`src/rtl/s2_s18_gearbox_ctrl_pkg.sv`:
```
// gearbox_pkg: geometry constants and symbol packing helper for the 2-to-16 gearbox
package gearbox_pkg;
  localparam int SYM_PER_WORD = 8;
  localparam int ADDRA_W = 13;
  localparam int ADDRB_W = 10;
  localparam int PTR_A_W = 14;
  localparam int PTR_B_W = 11;
  function automatic logic [3:0] sym_bit_off(input logic [2:0] k);
    return {k, 1'b0};
  endfunction
endpackage

```
`src/rtl/s2_s18_gearbox_ctrl_out_buf.sv`:
```
// s18_out_buf: 2-entry word buffer, head at e0, simultaneous push and pop
module s18_out_buf (
  input  logic        CLK,
  input  logic        SSR,
  input  logic        push,
  input  logic        pop,
  input  logic [15:0] din,
  output logic [1:0]  count,
  output logic [15:0] head
);
  logic [1:0] cnt_q, cnt_d, left;
  logic [15:0] e0_q, e0_d, e1_q, e1_d;
  always_comb begin
    left = cnt_q - {1'b0, pop};
    cnt_d = left + {1'b0, push};
    e0_d = (pop && cnt_q == 2'd2) ? e1_q : (push && left == 2'd0) ? din : e0_q;
    e1_d = (push && left == 2'd1) ? din : e1_q;
  end
  always_ff @(posedge CLK) begin
    cnt_q <= SSR ? 2'd0 : cnt_d;
    e0_q <= e0_d;
    e1_q <= e1_d;
  end
  assign count = cnt_q;
  assign head = e0_q;
endmodule

```
`src/rtl/s2_s18_gearbox_ctrl.sv`:
```
// s2_s18_gearbox_ctrl: packs 2-bit symbols into 16-bit words through a 2/18-bit dual-port RAM
module s2_s18_gearbox_ctrl
  import gearbox_pkg::*;
(
  input  logic                CLK,
  input  logic                SSR,
  input  logic                s_valid,
  input  logic [1:0]          s_data,
  output logic                s_ready,
  output logic                m_valid,
  output logic [15:0]         m_data,
  input  logic                m_ready,
  output logic [PTR_A_W-1:0]  sym_level,
  output logic [ADDRA_W-1:0]  ram_addra,
  output logic [1:0]          ram_dia,
  output logic                ram_ena,
  output logic                ram_wea,
  output logic [ADDRB_W-1:0]  ram_addrb,
  output logic                ram_enb,
  input  logic [15:0]         ram_dob
);
  logic [PTR_A_W-1:0] wr_ptr_q, wr_ptr_d;
  logic [PTR_B_W-1:0] rd_ptr_q, rd_ptr_d, avail;
  logic inflight_q, inflight_d, wr_en, issue, pop;
  logic [1:0] count;
  // only whole words count as readable; the partial word stays on port A's side
  always_comb begin
    sym_level = wr_ptr_q - {rd_ptr_q, 3'b000};
    avail = wr_ptr_q[PTR_A_W-1:3] - rd_ptr_q;
    pop = m_valid & m_ready;
    s_ready = (sym_level != 14'd8192) & !SSR;
    wr_en = s_valid & s_ready;
    issue = (avail != '0) & (({1'b0, count} + {2'b0, inflight_q}) < (3'd2 + {2'b0, pop})) & !SSR;
    wr_ptr_d = wr_ptr_q + {{(PTR_A_W-1){1'b0}}, wr_en};
    rd_ptr_d = rd_ptr_q + {{(PTR_B_W-1){1'b0}}, issue};
    inflight_d = issue;
    ram_ena = wr_en;
    ram_wea = wr_en;
    ram_addra = wr_ptr_q[ADDRA_W-1:0];
    ram_dia = s_data;
    ram_enb = issue;
    ram_addrb = rd_ptr_q[ADDRB_W-1:0];
  end
  always_ff @(posedge CLK) begin
    if (SSR) begin
      wr_ptr_q <= '0;
      rd_ptr_q <= '0;
      inflight_q <= 1'b0;
    end else begin
      wr_ptr_q <= wr_ptr_d;
      rd_ptr_q <= rd_ptr_d;
      inflight_q <= inflight_d;
    end
  end
  s18_out_buf u_buf (
    .CLK   (CLK),
    .SSR   (SSR),
    .push  (inflight_q),
    .pop   (pop),
    .din   (ram_dob),
    .count (count),
    .head  (m_data)
  );
  assign m_valid = count != 2'd0;
endmodule

```
`config.mk`:
```
export PLATFORM = sky130hd
export DESIGN_NAME = s2_s18_gearbox_ctrl
export DESIGN_NICKNAME = d
export VERILOG_FILES = /design/src/rtl/s2_s18_gearbox_ctrl_pkg.sv /design/src/rtl/s2_s18_gearbox_ctrl_out_buf.sv /design/src/rtl/s2_s18_gearbox_ctrl.sv
export SDC_FILE = /design/constraint.sdc
export NUM_CORES = 1
export LEC_CHECK = 0
export ABC_AREA = 1
export CAP_MARGIN = 40
export CELL_PAD_IN_SITES_DETAIL_PLACEMENT = 1
export CELL_PAD_IN_SITES_GLOBAL_PLACEMENT = 1
export CORE_ASPECT_RATIO = 0.8
export CORE_UTILIZATION = 31
export CTS_CLUSTER_SIZE = 10
export DETAILED_ROUTE_END_ITERATION = 8
export PLACE_DENSITY = 0.74
export SYNTH_ARGS = -nofsm -noshare
export SYNTH_HDL_FRONTEND = slang
export SYNTH_SLANG_ARGS = --single-unit
```
`constraint.sdc`:
```
create_clock -name CLK -period 3.5 [get_ports CLK]
set_clock_uncertainty 0.15 [all_clocks]
set_input_delay 0.7 -clock CLK [delete_from_list [all_inputs] [get_ports CLK]]
set_output_delay 0.7 -clock CLK [all_outputs]
set_load 0.02 [all_outputs]
```
==> summary.txt <==
Run status
  – Outcome: finished clean

Die
  – Core region area: 0.01041 mm2
  – I/O pins: 82
  – Chip width: 118.3 um
  – Die Ht: 95.06 um
  – Die ar.: 0.01125 mm2
  – Num rows: 33
  – Initial Util: 32.25%

Global routing
  – GRT Util Overall: 16.92%
  – Antenna violations before repair: 0
  – Global route overflow: 0
  – Largest net degree at the start of global routing: 18
  – Number of global-route vias before repair: 2,859
  – Global-route wire length before repair: 14.41 mm

Power
  – Combinational power share: 42.2%
  – Static Leakage: 2.078 nW
  – Sw Pwr: 1.217 mW
  – Switch share: 35.54%
  – Power consumption: 3.424 mW
  – Sequential power share: 29.6%
  – Int Pwr: 2.207 mW
  – PD cells: 712.6 mW/mm2
  – Power share of the clock group: 28.2%
  – VDD IR max: 0.2468 mV

CTS
  – CTS Hold Bufs: 0
  – Clk pin slew, worst setup/hold paths: 0.06 ns
  – Root Driver: clkbuf_16
  – Clock sink total: 60
  – CTS tree: done
  – Max clock buf depth: 2
  – CTS buffer count: 9
  – H-tree Lvls: 3
  – Worst-Skew Late Latency: 0.33 ns

Timing
  – Final period util: 96.96%
  – Unrepaired setup endpoints after global routing: true
  – Setup WS post-layout: 0.1065 ns
  – Relative slew slack: 74.91%
  – Highest Clock Rate: 294.7 MHz
  – Slew Viols, Final: 0
  – Tmin final: 3.393 ns
  – Setup TNS: 0 ns
  – Worst-margin pin slew: 0.3751 ns
  – # setup viols final: 0
  – Final Hold Vio Count: 0

Routing
  – Routed len/inst: 15.18 um
  – Vias per std cell: 4.563
  – Iteration-0 DRC Markers: 111
  – Total routed wirelength: 9.475 mm
  – DRC errors left: 0
  – DRT Pass-1 Iters: 4
  – Routed via count: 2,847
  – Number of antenna-violating nets in the routed design: 0

Synthesis
  – Syn Inst Count: 394
  – Synth Register Bits: 60
  – Seq/Total Area, Yosys: 45.34%
  – Most area-hungry cell type in the Yosys netlist: edfxtp_1
  – Yosys cell types: 32
  – Yosys synthesis warning count: 0
  – Share of the synthesized area in the top cell type: 28.64%
  – Post-Syn Nets: 435
  – Mean area per synthesized cell: 8.517 um2
  – Synth top area cells: edfxtp_1 29%, dfxtp_1 17%, nand2_1 8.5%, inv_1 7.4%, buf_4 6.7%
  – Synth Cell Area: 0.003356 mm2

Cells and area
  – Ant. Diodes: 0
  – Area grow syn2layout: 43.18%
  – Fillcell total: 1,222
  – Most frequent cells in the layout: 73 x clkdlybuf4s50_1, 69 x nand2_1, 63 x inv_1
  – Final Instance Area: 0.004805 mm2
  – Most common cell after layout, fill and taps aside: clkdlybuf4s50_1
  – Share of cells above drive strength 1: 24.59%
  – Fin cells: 624
  – # nets final: 520

Critical path
  – Delay of the slowest cell on the worst path: 0.57 ns
  – Crit path kind: reg -> out
  – Slowest cell on crit path: fa_2
  – CP Cell Sequence: inv_2 > ha_4 > fa_2 > nand2_1 > nor3_2 > nand3_1 > nor2_1 > nand2_1 > nor2_1 > nand3_1 > nand2_2 > nor2_4 > buf_4 > buf_2
  – Critical path peak fanout: 2
  – Critical Path AT: 2.54 ns
  – CP required: 2.65 ns
  – Crit path buf inv count: 3
  – Critical Path Start Type: register
  – CP delay by family, top: simple AND/OR/NAND/NOR gates
  – Crit. End Element: output port

Placed design
  – Place WS: -0.1718 ns
  – Dpl cells: 601
  – Post-placement cell area: 0.004255 mm2
  – Buffers on Ports: 77
  – Final GP Congestion: 0.8013
  – Dpl hpwl: 7.020 mm

Hold path
  – Hold Path Class: reg -> reg

Job
  – MaxCap Viol Count: 0
==> timing repair <==
item                       4_1_cts  5_1_grt
setup endpoints to repair        8       11
cloned                           0        0
setup buffers                    0        7
hold endpoints to repair         0        0
gates resized for setup         22       41
pin swaps                        2       21
==> power by group through the flow <==
stage	Sequential [mW]	Clock (mW)	Combinational (mW)
finish	1.01	0.965	1.45
global placement	1.00	0	1.32
floorplan	1.11	0	0.664
CTS	1.01	0.980	1.39
global route	1.03	1.01	1.57
detailed placement	1.02	0	1.35
==> cell families (layout without fill, tap and decap cells) <==
logic type / Yosys count / count (layout) / synth area share (%)
flops: 60 / 60 / 45.34
simple gates: 158 / 158 / 20.77
xor+xnor: 3 / 3 / 0.7831
mux: 16 / 16 / 5.369
fa+ha+maj: 19 / 19 / 7.308
buf+inv: 102 / 192 / 14.84
compound gates: 36 / 36 / 5.593
==> synthesized netlist by cell type <==
cell,n
nand2_1,76
inv_1,66
nor2_1,35
edfxtp_1,32
buf_4,30
dfxtp_1,28
nand3_1,23
a21oi_1,18
ha_1,18
mux2_2,16
o21ai_0,14
nor3_1,9
nand4_1,4
inv_2,3
xor2_1,3
buf_2,2
nand3b_1,2
a21oi_2,1
a31oi_1,1
and3_4,1
clkbuf_1,1
fa_1,1
nand2_2,1
nand2_4,1
nand3_2,1
nor2_2,1
nor2_4,1
nor3_2,1
nor3b_1,1
o21ai_1,1
o31ai_1,1
or2_0,1
==> cell type report <==
cell class	count	area, um2	share of cell area, %
multi-input cells	232	1544	32.14
clock inverters	7	98.84	2.057
clock buffers	9	225.2	4.687
flip-flops and latches	60	1526	31.77
well taps	140	175.2	3.646
inverters	69	259.0	5.391
repair buffers	107	975.9	20.31
==> final timing paths <==
kind                             startpoint            to  slack [ns]  depth (start not counted)
worst max-delay path            wr_ptr_q[3]       ram_wea        0.11                         14
worst min-delay path            rd_ptr_q[5]   rd_ptr_q[5]        0.38                          2
worst max register to register  wr_ptr_q[3]  wr_ptr_q[12]        0.12                         25
worst min register to register  rd_ptr_q[5]   rd_ptr_q[5]        0.38                          2
==> tightest hold or removal path, delay by kind of cell, from the launching register on <==
| kind | cells | cell delay (ns) |
|---|---|---|
| buffers and inverters | 1 | 0.10 |
| DFF | 1 | 0.31 |
| AOI/OAI and AO/OA | 1 | 0.07 |
==> stage by stage <==
step	utilization [%]	hold WS, ns
after global routing	46.18	0.4154
after detailed placement	40.90	0.3542
after CTS	44.47	0.3643
final	46.18	0.3762
after floorplan	-	0.3132
after global placement	40.90	0.3370
==> routing by layer <==
| layer | wire, um | global-route usage, % |
|---|---|---|
| met2 | 4658 | 28.14 |
| met5 | 0 | 0 |
| met3 | 343 | 4.665 |
| met1 | 4355 | 21.27 |
| met4 | 119 | 5.876 |
==> flip-flops by register name, indices dropped and copies added, names as in the netlist <==
register / flops
inflight_q: 1
wr_ptr_q: 14
u_buf.head: 16
u_buf.count: 2
rd_ptr_q: 11
u_buf.e1_q: 16
No activity file was read; power rests on OpenSTA's default activity.
